<file path="src/rtl/calc_ctrl_unit_p.sv">
// Sequencing controller for the calculator datapath: latches the op code on go,
// steps through load/decode/execute/write, and reports a sticky coded error.
//
// state  | meaning
// IDLE   | waiting for go, err holds
// LOAD   | load operand and flag registers
// DECODE | branch on latched op, divide-by-zero check
// CGO    | start ALU
// MWAIT  | fixed multiplier latency
// DIVGO  | start divider
// CWAIT  | wait for ALU done, bounded by timeout
// DWAIT  | wait for divider done, bounded by timeout
// DONE   | write result registers, completion pulse
// ERR    | abort without writing results
module calc_ctrl_unit_p #(
    parameter int MUL_LAT = 3,
    parameter int TIMEOUT = 64
) (
    input  logic       i_clk,
    input  logic       i_rst,
    input  logic       i_go,
    input  logic [2:0] i_op_code,
    input  logic       i_y_zero,
    input  logic       i_done_calc,
    input  logic       i_done_div,
    output logic       o_x_en,
    output logic       o_y_en,
    output logic       o_f_en,
    output logic       o_hi_en,
    output logic       o_lo_en,
    output logic [1:0] o_sel_hi,
    output logic [1:0] o_sel_lo,
    output logic [1:0] o_op_calc,
    output logic       o_sel_p,
    output logic       o_go_calc,
    output logic       o_go_div,
    output logic       o_busy,
    output logic       o_done,
    output logic [1:0] o_err,
    output logic [3:0] o_cs
);

    // Timer is shared by the timeout waits and the multiplier wait.
    localparam int TMAX = (TIMEOUT > MUL_LAT) ? TIMEOUT : MUL_LAT;
    localparam int TW   = $clog2(TMAX + 1);
    localparam logic [TW-1:0] TO_LAST  = TW'(TIMEOUT - 1);
    localparam logic [TW-1:0] MUL_LAST = TW'(MUL_LAT - 1);

    localparam logic [3:0] S_IDLE   = 4'd0;
    localparam logic [3:0] S_LOAD   = 4'd1;
    localparam logic [3:0] S_DECODE = 4'd2;
    localparam logic [3:0] S_CGO    = 4'd3;
    localparam logic [3:0] S_MWAIT  = 4'd4;
    localparam logic [3:0] S_DIVGO  = 4'd5;
    localparam logic [3:0] S_CWAIT  = 4'd6;
    localparam logic [3:0] S_DWAIT  = 4'd7;
    localparam logic [3:0] S_DONE   = 4'd8;
    localparam logic [3:0] S_ERR    = 4'd9;

    logic [3:0]    r_cs;
    logic [3:0]    w_ns;
    logic [2:0]    r_op_q;
    logic [TW-1:0] r_timer;
    logic [1:0]    r_err;
    logic          w_tmo;
    logic          w_dz;
    logic [1:0]    w_cls;

    // A done input in the final wait cycle takes priority over the timeout.
    assign w_tmo = (r_timer == TO_LAST) &&
                   ((r_cs == S_CWAIT && !i_done_calc) || (r_cs == S_DWAIT && !i_done_div));
    assign w_dz  = (r_cs == S_DECODE) && (r_op_q == 3'd4) && i_y_zero;

    always_ff @(posedge i_clk or posedge i_rst) begin
        if (i_rst) r_cs <= S_IDLE;
        else       r_cs <= w_ns;
    end

    always_ff @(posedge i_clk or posedge i_rst) begin
        if (i_rst) begin
            r_op_q  <= '0;
            r_timer <= '0;
            r_err   <= 2'b00;
        end else begin
            if (r_cs == S_IDLE && i_go) begin
                r_op_q <= i_op_code;
                r_err  <= 2'b00;
            end else if (w_dz) begin
                r_err <= 2'b01;
            end else if (w_tmo) begin
                r_err <= 2'b10;
            end
            if (r_cs == S_CWAIT || r_cs == S_DWAIT || r_cs == S_MWAIT)
                r_timer <= r_timer + 1'b1;
            else
                r_timer <= '0;
        end
    end

    always_comb begin
        w_ns = S_IDLE;
        case (r_cs)
            S_IDLE:   w_ns = i_go ? S_LOAD : S_IDLE;
            S_LOAD:   w_ns = S_DECODE;
            S_DECODE: begin
                case (r_op_q)
                    3'd4:       w_ns = i_y_zero ? S_ERR : S_DIVGO;
                    3'd5:       w_ns = S_MWAIT;
                    3'd6, 3'd7: w_ns = S_DONE;
                    default:    w_ns = S_CGO;
                endcase
            end
            S_CGO:    w_ns = S_CWAIT;
            S_CWAIT:  w_ns = i_done_calc ? S_DONE : (w_tmo ? S_ERR : S_CWAIT);
            S_MWAIT:  w_ns = (r_timer == MUL_LAST) ? S_DONE : S_MWAIT;
            S_DIVGO:  w_ns = S_DWAIT;
            S_DWAIT:  w_ns = i_done_div ? S_DONE : (w_tmo ? S_ERR : S_DWAIT);
            S_DONE:   w_ns = S_IDLE;
            S_ERR:    w_ns = S_IDLE;
            default:  w_ns = S_IDLE;
        endcase
    end

    always_comb begin
        case (r_op_q)
            3'd4:       w_cls = 2'b11;
            3'd5:       w_cls = 2'b10;
            3'd6, 3'd7: w_cls = 2'b00;
            default:    w_cls = 2'b01;
        endcase
    end

    always_comb begin
        o_x_en    = 1'b0;
        o_y_en    = 1'b0;
        o_f_en    = 1'b0;
        o_hi_en   = 1'b0;
        o_lo_en   = 1'b0;
        o_sel_hi  = 2'b00;
        o_sel_lo  = 2'b00;
        o_op_calc = 2'b00;
        o_sel_p   = 1'b0;
        o_go_calc = 1'b0;
        o_go_div  = 1'b0;
        o_done    = 1'b0;
        o_busy    = (r_cs != S_IDLE);
        o_err     = r_err;
        o_cs      = r_cs;
        case (r_cs)
            S_LOAD: begin
                o_x_en = 1'b1;
                o_y_en = 1'b1;
                o_f_en = 1'b1;
            end
            S_DECODE: o_sel_p = (r_op_q[2:1] == 2'b11) ? r_op_q[0] : 1'b0;
            S_CGO: begin
                o_go_calc = 1'b1;
                o_op_calc = r_op_q[1:0];
                o_sel_lo  = 2'b01;
            end
            S_CWAIT: begin
                o_go_calc = 1'b1;
                o_op_calc = r_op_q[1:0];
                o_sel_hi  = 2'b01;
                o_sel_lo  = 2'b01;
            end
            S_MWAIT: begin
                o_sel_hi = 2'b10;
                o_sel_lo = 2'b10;
            end
            S_DIVGO: begin
                o_go_div = 1'b1;
                o_sel_lo = 2'b11;
            end
            S_DWAIT: begin
                o_go_div = 1'b1;
                o_sel_hi = 2'b11;
                o_sel_lo = 2'b11;
            end
            S_DONE: begin
                o_hi_en  = 1'b1;
                o_lo_en  = 1'b1;
                o_done   = 1'b1;
                o_sel_hi = w_cls;
                o_sel_lo = w_cls;
                o_sel_p  = (r_op_q[2:1] == 2'b11) ? r_op_q[0] : 1'b0;
            end
            default: ;
        endcase
    end

endmodule

</file>
<file path="config.mk">
export PLATFORM = sky130hd
export DESIGN_NAME = calc_ctrl_unit_p
export DESIGN_NICKNAME = d
export VERILOG_FILES = /design/src/rtl/calc_ctrl_unit_p.sv
export SDC_FILE = /design/constraint.sdc
export NUM_CORES = 1
export LEC_CHECK = 0
export CORE_MARGIN = 3
export CORE_UTILIZATION = 43
export CTS_BUF_LIST = sky130_fd_sc_hd__clkbuf_2 sky130_fd_sc_hd__clkbuf_4 sky130_fd_sc_hd__clkbuf_8
export DETAILED_ROUTE_END_ITERATION = 10
export HOLD_SLACK_MARGIN = 0.05
export PLACE_DENSITY = 0.77
export SETUP_SLACK_MARGIN = 0.05
export SLEW_MARGIN = 0
export SYNTH_ARGS = -nofsm -noshare
export SYNTH_HDL_FRONTEND = slang
export SYNTH_SLANG_ARGS = --single-unit
</file>
<file path="constraint.sdc">
create_clock -name i_clk -period 1.83 [get_ports i_clk]
set_clock_uncertainty 0.1 [all_clocks]
set_input_delay 0.2745 -clock i_clk [delete_from_list [all_inputs] [get_ports i_clk]]
set_output_delay 0.2745 -clock i_clk [all_outputs]
set_load 0.05 [all_outputs]
</file>
* Yosys cells after proc, flatten, opt, wreduce, memory -nomap -nowiden *
Index checks and enable logic that the tools add are counted.

storage, ports and cells
  register bits = 16
  logic and storage cells = 61
  input bits = 9
  output and inout bits = 22

cells by class
  add/sub/neg operators = 1
  equality and inequality tests = 15
  reduce and logical (&&, ||, !) cells = 18
  mux-type cells = 23

operators with widths
  cell                                            number
  one-hot mux 4 bit (8 select lines)              1
  2-to-1 mux 4 bit                                6
  == test 4 x 3 -> 1 bit (second input constant)  4
  one-hot mux 2 bit (4 select lines)              2
  == test 3 bit (second input constant)           4
  one-hot mux 4 bit (3 select lines)              1
  == test 4 x 2 -> 1 bit (second input constant)  2
  2-to-1 mux 2 bit                                4
  OR reduction 2 bit                              4
  adder 7 x 1 -> 7 bit (second input constant)    1
  == test 7 x 2 -> 1 bit (second input constant)  1
  == test 7 x 6 -> 1 bit (second input constant)  1
  2-to-1 mux 1 bit                                7
  2-to-1 mux 7 bit                                1
  logical AND 1 bit                               6
  one-hot mux 2 bit (3 select lines)              1
  == test 4 x 1 -> 1 bit (second input constant)  1
  == test 4 bit (second input constant)           1
  zero test 4 bit                                 1
  nonzero test 4 bit                              1
  logical OR 1 bit                                3
  nonzero test 3 bit                              1
  == test 2 bit (second input constant)           1
  zero test 1 bit                                 2

* Longest topological paths before layout *
  depth after elaboration = 7
  gate-level depth with buffers = 5
  gate-level depth less buffers = 5

* Least setup slack after synthesis *
No wires, ideal clock.

  path kind = reg-to-output
  start = register r_cs[2], in the netlist o_cs[2]
  end = output port o_sel_hi[1]
  buffers on the path = 1
  path slack = -1.467 ns
  stages on the path, launching flop included = 5
  required time = 1.456 ns
  data arrival time = 2.922 ns
  path through = dfrtp_1 > clkbuf_1 > inv_1 > nor3_1 > a22o_1

between the ends
  cells in the longest elaborated chain, start to end = 2
  elaborated cells on any way between the ends = 5
  those cells by class = eq/ne: 4; mux: 1

RTL lines
  what                                                     RTL line  source
  start, declared                                          60        logic [3:0] r_cs;
  start signal, assigned                                   76        else r_cs <= w_ns;
  == test 4 bit or == test 4 x 3 -> 1 bit (tied branches)  149       case (r_cs)
  one-hot mux 2 bit (4 select lines) (*)                   149
  end, declared                                            31        output logic [1:0] o_sel_hi,

Every way passes the cells marked *; elsewhere a longest branch is shown, timed or not.

* Worst setup path in the final report *
  start = register r_cs[3], in the netlist o_cs[3]
  end = output port o_sel_p

between the ends
  cells in the longest elaborated chain, start to end = 3
  elaborated cells on any way between the ends = 4
  those cells by class = eq/ne: 2; mux: 1; reduce/logical: 1

RTL lines
  what                                                     RTL line  source
  == test 4 x 2 -> 1 bit or == test 4 bit (tied branches)  149
  OR reduction 2 bit (no line) (*)                         n/a
  2-to-1 mux 1 bit (*)                                     n/a
  end, declared                                            34        output logic o_sel_p,

Marked as above.

==> results.cfg <==
[layout]
final_area_mm2 = 0.00210
diodes = 0
final_nets = 190
drive_above_1_share_pct = 58.4
layout.cells.non_filler = 206
area_growth_pct = 105

[synth]
synth_area_leaders = dfrtp_1 (39%), nor2_1 (4.8%), nand2_1 (3.3%)
synth_async_sr_flop_share_pct = 100
yosysMostFrequentCell = dfrtp_1
netlist.area_leader.share_pct = 39.2
synth_simple_gate_area_share_pct = 26.1
synth-edff-count = 0
yosysSeqAreaShare_pct = 39.2
synth.distinct_cells = 42
synth_top_area_cell = dfrtp_1
synth_commonest_cells = dfrtp_1 (16), nor2_1 (13), nand2_1 (9)
synth_top_family_by_area = simple AND/OR/NAND/NOR gates
synth.avg_cell_area_um2 = 8.88
synthXorXnorAreaFrac_pct = 4.29
syn_inst = 115
synth_seq_cells = 16
synth_fa_ha_area_share_pct = 3.43
synthMuxAreaShare_pct = 2.21
netlist_area_mm2 = 0.00102
ys_warn_count = 0
synth_flop_cell = dfrtp_1
syn_nets = 126
synth_compound_area_share_pct = 17.4

[sta]
fin_crit_ns = 2.03
period_share_pct = 111
setup_slack_ns = -0.199
rsz0062_at_grt = true
hold_violations = 0
slew_headroom_pct = 59.3
setup_viol = 20
worst_slew_pin_slew_ns = 0.610
slew_violations = 0
max_freq_mhz = 493

[global_routing]
grt_start_max_net_pins = 17
overflow = 0
grt_pass1_vias = 1074
grt_first_pass_wirelength_um = 5090
grt.total_usage_pct = 23.9
antenna_found_initial = 0

[floorplanning]
die-height_um = 54.7
start_util_pct = 45.7
io_pins = 31
dieArea_mm2 = 0.00299
std_cell_rows = 17
die_x_um = 54.7
core-area_mm2 = 0.00223

[detailed_routing]
num_vias = 1290
avgRoutedWirePerCell_um = 24.7
viasPerCell = 6.26
drtIter0Drc = 82
dr.pass1.iters = 5
route.detailed.drc = 0
routed_wirelength_um = 5090
ant_nets = 0

[cts]
postCtsHoldBufs = 0
cts_tree = built
numCtsBuffers = 3
htree_levels = 1
clock_latency_ns = 0.28
clkTransAtPathRegs_ns = 0.10
cts_buffer_depth = 2
clock-sinks = 16
root_buffer = clkbuf_4

[power_and_ir_drop]
p_leak_nw = 0.887
vdd_drop_max_mv = 1.38
powerDensity_mw_per_mm2 = 2070
power_w = 0.00433

[placement]
port_buffers = 30
placed_area_mm2 = 0.00172
dp_hpwl_um = 2390
place_congestion = 0.876
dp_cells = 177

[setup_path]
rrSetupSlack_ns = -0.07
endpoint_kind = output port
crit_required_ns = 1.46
crit_type = register to output port
worstPathMaxFanout = 3
r2r_cells = 7
start_kind = register
regToRegEndpoint = o_err[0]
arrival_ns = 1.65
r2r-start = o_cs[3]

[run_status]
outcome = complete, but fails checks
violations = setup timing

[worst_hold_path]
hold_class = input port to asynchronous set/reset pin

[flow_run]
maxCapViolations = 0
-- worst max-delay path: stages (launching register included) --
cell     delay [ns]
dfrtp_2        0.46
buf_4          0.16
nor2_1         0.23
nand3_2        0.17
a21oi_4        0.20
buf_12         0.15
-- logic make-up (layout without fill, tap and decap cells) --
logic type	after synthesis	count (layout)
xor gates and xnor gates	5	5
muxes	2	2
DFF	16	16
AOI/OAI and AO/OA	24	24
buffers and inverters	16	79
adders and majority gates	3	3
and+or+nand+nor	49	49
-- how the worst max path moves through the flow --
stage,cells past startpoint,start,slack (ns),to
after floorplan,4,o_cs[1],-0.22,o_x_en
after global placement,4,i_go,0.02,r_op_q[0]
after detailed placement,4,i_go,-0.04,r_op_q[1]
after CTS,5,o_cs[0],-0.08,o_sel_lo[0]
final,5,o_cs[3],-0.20,o_sel_p
after global routing,5,o_cs[3],-0.26,o_sel_p
-- what timing repair did --
| action | 4_1_cts | 5_1_grt |
|---|---|---|
| setup endpoints to repair | 18 | 22 |
| pin swaps | 11 | 12 |
| buffers inserted | 12 | 15 |
| resized for setup | 10 | 24 |
-- layout make-up --
class	count	area [um^2]
Sequential cell	16	408
Multi-Input combinational cell	83	737
Timing Repair Buffer	67	843
Inverter	8	37.5
Fill cell	63	136
Clock buffer	4	36.3
Tap cell	28	35.0
-- metrics by stage --
stage          hold slack, ns  TNS (ns)  setup WS [ns]  util (%)
4_1_cts                 0.264    -0.428        -0.0837      84.4
3_3_place_gp            0.365         0         0.0161      76.8
2_1_floorplan          0.0880     -1.36         -0.221         -
6_report                0.279     -1.55         -0.199      93.9
5_1_grt                 0.314     -2.60         -0.259      93.9
3_5_place_dp            0.399   -0.0691        -0.0407      76.8
-- routing by layer --
layer  up-vias  global-route usage, %  wire (um)
li1        533                      -          -
met1       615                   27.9       1890
met2       115                   45.7       2480
met3        27                   1.91        479
met4         0                   6.22        240
met5         -                      0          0
-- report_power, final --
group	switching (W)	internal, W
sequential	0.000229	0.000467
clock	0.000112	0.000121
combinational	0.00179	0.00161
total	0.00214	0.00220
-- flip-flops by register name, indices dropped and copies added, names as in the netlist --
signal	cells
o_err	2
o_cs	4
r_timer	7
r_op_q	3
-- cells in the final DEF, fill, tap and decap left out, drive strengths merged, types with 3 or more instances in the layout --
cell type / instances
clkbuf: 4
nor2b: 4
nor3: 3
dfrtp: 16
nand3: 5
nor2: 13
a21oi: 3
buf: 59
inv: 8
xor2: 3
nand2: 9
and3: 3
and2: 3
o21ai: 5
clkdlybuf4s50: 8
Power figures use the tool's default switching activity.
